[src/rtl/shift_sequencer.sv]
// Multi-bit shift request sequencer: executes a shift as one-bit steps, one per clock.
// Optional rotate mode is enabled by defining SHIFT_SEQ_ROTATE_EN.
module shift_sequencer #(
    parameter int WIDTH = 8,
    parameter int AMT_W = 3
) (
    input  logic             clk,
    input  logic             rst_n,
    input  logic             req_valid,
    output logic             req_ready,
    input  logic [WIDTH-1:0] req_data,
    input  logic [AMT_W-1:0] req_amt,
    input  logic             req_dir,
    input  logic             req_rot,
    output logic             res_valid,
    input  logic             res_ready,
    output logic [WIDTH-1:0] res_data,
    output logic [1:0]       shift_enable,
    output logic             busy
);

    // valid/ready: a transfer happens on a rising edge where both valid and ready are high;
    // the source holds its payload stable until that edge.

    typedef enum logic [1:0] {
        IDLE  = 2'd0,
        SHIFT = 2'd1,
        DONE  = 2'd2
    } state_t;

    state_t           state_q, state_d;
    logic [WIDTH-1:0] op_q, op_d;
    logic [AMT_W-1:0] cnt_q, cnt_d;
    logic             dir_q, dir_d;
    logic [WIDTH-1:0] step_val;

`ifdef SHIFT_SEQ_ROTATE_EN
    logic rot_q, rot_d;

    always_comb begin
        step_val = '0;
        if (rot_q) begin
            step_val = dir_q ? {op_q[0], op_q[WIDTH-1:1]} : {op_q[WIDTH-2:0], op_q[WIDTH-1]};
        end else begin
            step_val = dir_q ? {1'b0, op_q[WIDTH-1:1]} : {op_q[WIDTH-2:0], 1'b0};
        end
    end
`else
    logic unused_rot;
    assign unused_rot = req_rot;

    always_comb begin
        step_val = '0;
        step_val = dir_q ? {1'b0, op_q[WIDTH-1:1]} : {op_q[WIDTH-2:0], 1'b0};
    end
`endif

    always_ff @(posedge clk or negedge rst_n) begin
        if (!rst_n) begin
            state_q <= IDLE;
            op_q    <= '0;
            cnt_q   <= '0;
            dir_q   <= 1'b0;
`ifdef SHIFT_SEQ_ROTATE_EN
            rot_q   <= 1'b0;
`endif
        end else begin
            state_q <= state_d;
            op_q    <= op_d;
            cnt_q   <= cnt_d;
            dir_q   <= dir_d;
`ifdef SHIFT_SEQ_ROTATE_EN
            rot_q   <= rot_d;
`endif
        end
    end

    always_comb begin
        state_d = state_q;
        op_d    = op_q;
        cnt_d   = cnt_q;
        dir_d   = dir_q;
`ifdef SHIFT_SEQ_ROTATE_EN
        rot_d   = rot_q;
`endif
        case (state_q)
            IDLE: begin
                if (req_valid) begin
                    op_d  = req_data;
                    cnt_d = req_amt;
                    dir_d = req_dir;
`ifdef SHIFT_SEQ_ROTATE_EN
                    rot_d = req_rot;
`endif
                    state_d = (req_amt == '0) ? DONE : SHIFT;
                end
            end
            SHIFT: begin
                op_d  = step_val;
                cnt_d = cnt_q - 1'b1;
                if (cnt_q == AMT_W'(1)) begin
                    state_d = DONE;
                end
            end
            DONE: begin
                if (res_ready) begin
                    state_d = IDLE;
                end
            end
            default: state_d = IDLE;
        endcase
    end

    // Direction is only meaningful once a request has been captured.
    assign req_ready    = (state_q == IDLE);
    assign busy         = (state_q != IDLE);
    assign res_valid    = (state_q == DONE);
    assign res_data     = op_q;
    assign shift_enable = {dir_q & (state_q != IDLE), state_q == SHIFT};

endmodule
[config.mk]
export PLATFORM = sky130hd
export DESIGN_NAME = shift_sequencer
export DESIGN_NICKNAME = d
export VERILOG_FILES = /design/src/rtl/shift_sequencer.sv
export SDC_FILE = /design/constraint.sdc
export NUM_CORES = 1
export LEC_CHECK = 0
export BUFFER_PORTS_ARGS = -buffer_cell sky130_fd_sc_hd__buf_2
export CORE_MARGIN = 2
export CORE_UTILIZATION = 48
export CTS_CLUSTER_DIAMETER = 40
export DETAILED_ROUTE_END_ITERATION = 6
export PLACE_DENSITY = 0.81
export SYNTH_ARGS = -nofsm -noshare
export SYNTH_HDL_FRONTEND = slang
export SYNTH_SLANG_ARGS = --single-unit
[constraint.sdc]
create_clock -name clk -period 1.59 [get_ports clk]
set_input_delay 0.0795 -clock clk [delete_from_list [all_inputs] [get_ports clk]]
set_output_delay 0.0795 -clock clk [all_outputs]
set_load 0.005 [all_outputs]
# Word level (Yosys, flattened, before mapping)
# Index checks and enable logic that the tools add are counted.
# totals
regBits	14
wordCells	29
output_inout_bits	13
in_bits	17
# classes
n_addsub	1
n_reduce_logical	7
n_eq_ne	6
muxes	10
bitwise	1
# op_table
cell	n
$mux 8	2
$pmux 8 s2	1
$mux 2	4
$pmux 2 s3	1
$pmux 3 s2	1
$ne 2x1->1 const B	2
$reduce_and 2->1	2
$reduce_bool 2->1	2
$eq 3x1->1 const B	1
$logic_not 3->1	1
$mux 3	1
$reduce_and 3->1	1
$sub 3x1->3 const B	1
$eq 2x1->1 const B	1
$eq 2x2->1 const B	1
$logic_not 2->1	1
$ne 2x2->1 const B	1
$and 1x1->1	1

# Depth between registers and ports, before layout
# Gate-level depths: netlist of run 1.
# logic_depth
ltp_word	4
mapped_depth	6
ltp_nobuf	5

# Worst setup path before layout of run 1
# OpenSTA, ideal clock, no wires.
# synth_path
kind	register -> register
start	register cnt_q[0]
end	register cnt_q[1]
synth_period_minus_slack_ps	1110
required_time_ps	1507
slack_ps	480
t_arrival_ps	1027
n_path_buf	0
setup_ps	83
stages_incl_launch_ff	6
path_cell_list	dfrtp_1 -> inv_1 -> ha_1 -> nor3b_1 -> a21oi_1 -> o21ai_0
# synth_via
elab_chain_len	2
# synth_lines
element	line_no	rtl
start: declaration	33	logic [AMT_W-1:0] cnt_q, cnt_d;
start signal: assignment	70	cnt_q <= cnt_d;
$sub 3x1->3	100	cnt_d = cnt_q - 1'b1;
$pmux 3 s2	86	case (state_q)
# Every way passes these cells.
# A chain may end at the register's enable or synchronous reset.

# Final worst setup path of run 1
# layout_path
start	register state_q[0]
end	output shift_enable[0]
# layout_via
elab_chain_len	1
# layout_lines
element	line_no	rtl
start: declaration	31	state_t state_q, state_d;
start signal: assignment	68	state_q <= state_d;
$eq 2x1->1	119	assign shift_enable = {dir_q & (state_q != IDLE), state_q == SHIFT};
end: declaration	18	output logic [1:0] shift_enable,
# Every way passes these cells.

==> results of run 1 <==
[critical path: stages (launching register included)]
cell and delay, ns:
dfrtp_1 0.62, nand2b_2 0.25, inv_4 0.12, buf_2 0.11
[flip-flops by register name, summed over array words and instances (netlist names)]
register  flops
cnt_q         3
dir_q         1
state_q       2
res_data      8
[layer usage]
layer	wire, um	vias up	track usage, %
li1	-	382	-
met5	0	-	0
met3	60	5	2.69
met1	842	359	24.5
met2	934	19	29.6
met4	47	0	12.2
[area by class of cell]
type,count,area (um^2)
clock buffer,3,22.5
fill,166,696
tap,25,31.3
inverter,7,28.8
multi-input combinational,61,448
sequential,14,350
timing repair buffer,29,150
[layout by cell type (no fill, tap or decap), types with 3 or more instances in the layout]
master,Yosys,routed
a21oi_1,10,10
o22ai_1,13,13
dfrtp_1,14,14
nand2_1,4,4
inv_1,4,4
buf_2,0,28
nor2_1,3,3
clkbuf_4,0,3
mux2_2,6,6
[through the flow]
stage	instances	area [um^2]	hold slack, ns
floorplan	88	887	-0.216
global placement	135	998	-0.00727
detailed placement	135	998	-0.00523
CTS	139	1030	0.0285
global route	139	1030	0.0199
finish	139	1030	0.0242
[power by group through the flow]
stage	Combinational, mW	Sequential (mW)	Clock [mW]
after floorplan	0.949	0.672	0
after global placement	1.03	0.786	0
after detailed placement	1.06	0.797	0
after CTS	1.07	0.788	0.205
after global routing	1.18	0.823	0.223
final	1.06	0.795	0.206
[path summary, 6_finish.rpt]
path / cells past startpoint / to / start / slack (ns)
setup / recovery: 3 / shift_enable[0] / state_q[0] / 0.13
setup reg to reg: 4 / state_q[1] / state_q[0] / 0.28
min in group asynchronous: 2 / res_data[0] / rst_n / 0.22
hold reg to reg: 2 / cnt_q[1] / cnt_q[1] / 0.50
hold / removal: 2 / dir_q / req_dir / 0.02
max in group asynchronous: 2 / state_q[0] / rst_n / 1.13
[logic make-up (layout without fill, tap and decap cells)]
| family | Yosys count | after routing | synth area share, % |
|---|---|---|---|
| AOI/OAI and AO/OA | 33 | 33 | 24.3 |
| and+or+nand+nor | 18 | 18 | 13.0 |
| DFF | 14 | 14 | 39.5 |
| buffers and inverters | 13 | 39 | 10.0 |
| muxes | 8 | 8 | 10.4 |
| adders and majority gates | 2 | 2 | 2.82 |
==> reports/qor.yml, run 1 <==
outcome:
  run_status: "completed"
yosys:
  ys_ff_latch: 14
  syn-num-nets: 107
  yosysMostFrequentCell: "dfrtp_1"
  post-synth-top-area-fraction_pct: 39.5
  synth.cells.most_frequent: "14 x dfrtp_1, 13 x o22ai_1, 10 x a21oi_1"
  yosys_warnings: 0
  synth-seq-area-share_pct: 39.5
  synthFlopType: "dfrtp_1"
  yosys.area.top_type: "dfrtp_1"
  synth_enable_flop_cells: 0
  syn-cell-area_um2: 887
  synth_async_sr_flop_share_pct: 100
  postSynthAreaPerCell_um2: 10.1
  syn_inst: 88
  ys_types: 32
  synthTopCellsByArea: "dfrtp_1 39%, o22ai_1 9.2%, mux2_2 7.6%"
sta:
  finalCritPeriodShare_pct: 92.0
  rsz_0062_raised_after_global_routing: "no"
  maxSlewHeadroom_pct: 71.0
  totalNegativeSetupSlack_ns: 0
  setup_ws_ns: 0.127
  final_setup_skew_ns: 0.00335
  max_freq_mhz: 684
  tightest_slew_ns: 0.435
  timing_hold_violations_final: 0
  slew_violations: 0
  finalSetupViolations: 0
  finalCriticalPeriod_ns: 1.46
pwr:
  internal_cell_power_mw: 1.18
  leakagePower_nw: 0.472
  powerDensity_nw_per_um2: 2000
  share_comb_of_total_power_pct: 51.4
  reg_power_share_pct: 38.6
  power.share.switching_pct: 42.5
  power_after_layout_mw: 2.06
  clock_power_share_pct: 10.0
  peakVddDrop_uv: 832
  power.switching_mw: 0.875
critical_path:
  critical_path.startpoint_type: "flop"
  worst_ep_arrival_time_ns: 1.38
  crit_required_ns: 1.51
  timing.setup.critical_path_class: "reg2out"
  element_type_at_the_critical_path_end: "output port"
  critical_path_peak_fanout: 10
finish:
  n_antenna_cell: 0
  layout.core_utilization_pct: 59.7
  final_nets: 135
  syn2layout_area_growth_pct: 16.2
  drive_above_1_share_pct: 40.4
clock_tree:
  worst_setup_hold_path_clk_slew_ns: 0.08
  cts_sinks: 14
  htree_num_levels: 1
  clk_latency_ns: 0.28
  tritoncts: "done"
  clock_tree.buffer_depth: 2
  postCtsHoldBufs: 1
  postCtsResizedCells: 0
  post_cts_setup_buffer_count: 0
  clock_tree.root_cell: "clkbuf_4"
  cts_made_buffers: 3
place:
  dpl_worst_slack_ns: 0.298
  routabilityCongestion: 0.791
  place.port_buffers: 28
  hpwl_mm: 1.38
floorplan:
  die_height_um: 47.0
  design.core.area_um2: 1730
  initial_cell_density_of_the_core_pct: 51.4
  floorplan.rows: 15
  top_level_ports: 30
  die_width_um: 47.0
  floorplan.die_area_um2: 2210
drt:
  vias_per_cell: 5.50
  total_vias_in_the_final_route: 765
  remaining_drc_errors: 0
  first_iter_violations: 15
  routed_wl_mm: 1.88
  drt.antenna.violating_nets: 0
  routed_wire_length_per_instance_um: 13.6
  detailedRoute.firstPassIterationCount: 4
grt:
  grt_pass1_wl_mm: 2.90
  grt_antenna_before_repair: 0
  via_count_of_the_first_global_routing_pass: 672
  grt-ovfl-total: 0
  groute.usage.overall_pct: 18.9
  grt_start_max_net_pins: 15
job:
  drv_cap: 0
min_path:
  hold_path.class: "in2reg"
Power figures use the tool's default switching activity.
==> run 2: changes to the inputs <==
==> constraint.sdc (replaced) <==
create_clock -name clk -period 1.59 [get_ports clk]
set_input_delay 0.2385 -clock clk [delete_from_list [all_inputs] [get_ports clk]]
set_output_delay 0.2385 -clock clk [all_outputs]
set_load 0.005 [all_outputs]
==> run 2 against run 1 <==
Fmax down 3.0%. Sequential power grew 2%. Sequential share of layout area is 0.45 points lower. Combinational power about the same. First-iteration DRC count is 40% higher. Via count rose by 5.6%. Non-clock buffer count unchanged. Global-route usage rose by 1.8 points. Register-to-register slack improved by 0.06 ns. Core utilization rose by 1.2 points. Hold slack improved by 0.17 ns. Critical path depth unchanged. Largest cell class unchanged.
==> reports/qor.yml, run 2 (synthesized netlist as in run 1, its figures left out) <==
critical_path:
  crit_required_ns: 1.35  # was 1.51 ns
  worst_ep_arrival_time_ns: 1.27  # was 1.38 ns
  critical_path_peak_fanout: 11  # was 10
  worst-r2r-setup-slack_ns: 0.34  # was 0.28 ns
  element_type_at_the_critical_path_end: "output port"  # unchanged
  worst_r2r_endpoint: "res_data[2]"  # was state_q[1]
  critPathMaxStageDelay_ns: 0.50  # was 0.62 ns
  startpoint_of_the_worst_register_to_register_path: "dir_q"  # was state_q[0]
  critical_path.startpoint_type: "flop"  # unchanged
  cp_cell_sequence: "nor2_4 > and2b_1 > buf_2"  # was nand2b_2 > inv_4 > buf_2
  worstSetupStartpoint: "state_q[1]"  # was state_q[0]
  slowest_stage: "dfrtp_2"  # was dfrtp_1
  reg2regPathDepth: 3  # was 4
  timing.setup.critical_path_class: "reg2out"  # unchanged
clock_tree:
  clock_tree.buffer_depth: 2  # unchanged
  htree_num_levels: 1  # unchanged
  clk_latency_ns: 0.28  # about the same
  clock_tree.root_cell: "clkbuf_4"  # unchanged
  cts_made_buffers: 3  # unchanged
  cts_sinks: 14  # unchanged
  worst_setup_hold_path_clk_slew_ns: 0.09  # was 0.08 ns
  tritoncts: "done"  # unchanged
sta:
  finalSetupViolations: 0  # unchanged
  rsz_0062_raised_after_global_routing: "no"  # unchanged
  timing_hold_violations_final: 0  # unchanged
  final_setup_skew_ns: 0.00197  # was 0.00335 ns
  finalCritPeriodShare_pct: 94.9  # was 92.0%
  finalCriticalPeriod_ns: 1.51  # was 1.46 ns
  maxSlewHeadroom_pct: 76.3  # was 71.0%
  hold_slack_ns: 0.190  # was 0.0242 ns
  slew_violations: 0  # unchanged
  totalNegativeSetupSlack_ns: 0  # unchanged
  tightest_slew_ns: 0.356  # was 0.435 ns
  max_freq_mhz: 663  # was 684 MHz
place:
  hpwl_mm: 1.44  # was 1.38 mm
  detailed_place.area_um2: 998  # unchanged
  place.port_buffers: 28  # unchanged
  routabilityCongestion: 0.801  # was 0.791
floorplan:
  floorplan.rows: 15  # unchanged
  initial_cell_density_of_the_core_pct: 51.4  # unchanged
  design.core.area_um2: 1730  # unchanged
  die_width_um: 47.0  # unchanged
  die_height_um: 47.0  # unchanged
  top_level_ports: 30  # unchanged
  floorplan.die_area_um2: 2210  # unchanged
grt:
  grt_antenna_before_repair: 0  # unchanged
  groute.usage.overall_pct: 20.7  # was 18.9%
  via_count_of_the_first_global_routing_pass: 701  # was 672
  global_route.usage.met3_pct: 1.15  # was 2.69%
  grt_most_used_layer: "met2"  # unchanged
  grtUsageMet2_pct: 35.1  # was 29.6%
  grt_pass1_wl_mm: 3.22  # was 2.90 mm
  grt-ovfl-total: 0  # unchanged
  gr_met1_demand_resource_pct: 26.9  # was 24.5%
  grt_start_max_net_pins: 15  # unchanged
finish:
  syn2layout_area_growth_pct: 18.6  # was 16.2%
  final_design_area_no_fill_um2: 1050  # was 1030 um^2
  final_nets: 135  # unchanged
  drive_above_1_share_pct: 42.6  # was 40.4%
  max_reg_flops: 8  # unchanged
  final_common_cell: "buf_2"  # unchanged
  n_antenna_cell: 0  # unchanged
  final_cell_mix: "28 x buf_2, 13 x o22ai_1, 12 x dfrtp_1, 10 x a21oi_1, 6 x mux2_2"  # was 28 x buf_2, 14 x dfrtp_1, 13 x o22ai_1, 10 x a21oi_1, 6 x mux2_2
drt:
  vias_per_cell: 5.77  # was 5.50
  routed_wl_mm: 2.08  # was 1.88 mm
  first_iter_violations: 21  # was 15
  total_vias_in_the_final_route: 808  # was 765
  detailedRoute.firstPassIterationCount: 4  # unchanged
  routed_wire_length_per_instance_um: 14.8  # was 13.6 um
  remaining_drc_errors: 0  # unchanged
  drt.antenna.violating_nets: 0  # unchanged
pwr:
  power_after_layout_mw: 2.17  # was 2.06 mW
  leakagePower_nw: 0.480  # was 0.472 nW
  powerDensity_nw_per_um2: 2060  # was 2000 nW/um^2
  peakVddDrop_uv: 1130  # was 832 uV
min_path:
  hold_path_end: "dir_q"  # unchanged
  hold-path-cell-count: 2  # unchanged
  min_from: "req_dir"  # unchanged
  hold_path.class: "in2reg"  # unchanged
outcome:
  run_status: "completed"  # unchanged
job:
  drv_cap: 0  # unchanged
## run 2: routing by layer
metal	wire [um]	part of all wire [%]
met1	887	43
met2	1060	51
met3	98	4.7
met4	29	1.4
met5	0	0
## run 2: how the worst max path moves through the flow
| stage | endpoint | slack, ns |
|---|---|---|
| 3_5_place_dp | shift_enable[0] | 0.27 |
| 3_3_place_gp | shift_enable[0] | 0.28 |
| 5_1_grt | shift_enable[1] | 0.01 |
| 2_1_floorplan | cnt_q[1] | 0.48 |
| 4_1_cts | shift_enable[0] | 0.02 |
| 6_report | shift_enable[1] | 0.08 |
## run 2: final cells by class
type | instances | area [um^2]
clock buffers | 4 | 36.3
inverters | 7 | 28.8
fillers | 153 | 674
flip-flops and latches | 14 | 353
repair buffers | 29 | 150
multi-input cells | 61 | 453
well taps | 25 | 31.3
## run 2: where the power goes
group	switching, mW	internal (mW)
Clock	0.124	0.139
Sequential	0.277	0.536
Combinational	0.516	0.574
## run 2: through the flow
| stage | setup WS, ns | instances | util (%) |
|---|---|---|---|
| 6_report | 0.0814 | 140 | 60.9 |
| 5_1_grt | 0.0122 | 140 | 60.9 |
| 4_1_cts | 0.0191 | 140 | 60.7 |
| 3_5_place_dp | 0.269 | 135 | 57.8 |
| 3_3_place_gp | 0.282 | 135 | 57.8 |
| 2_1_floorplan | 0.480 | 88 | - |
## run 2: timing repair
item | in CTS | in global routing
resized for setup | 2 | 1
setup endpoints to repair | 2 | 1
hold endpoints to repair | 14 | 0
setup buffers | 0 | 0
hold buffers | 1 | 0
pin swaps | 0 | 1
gates cloned | 0 | 0
## run 2: worst max-delay path: cells and delay by family, from the launching register on
| kind | cells | cell delay, ns |
|---|---|---|
| DFF | 1 | 0.50 |
| and+or+nand+nor | 2 | 0.37 |
| buffers and inverters | 1 | 0.12 |
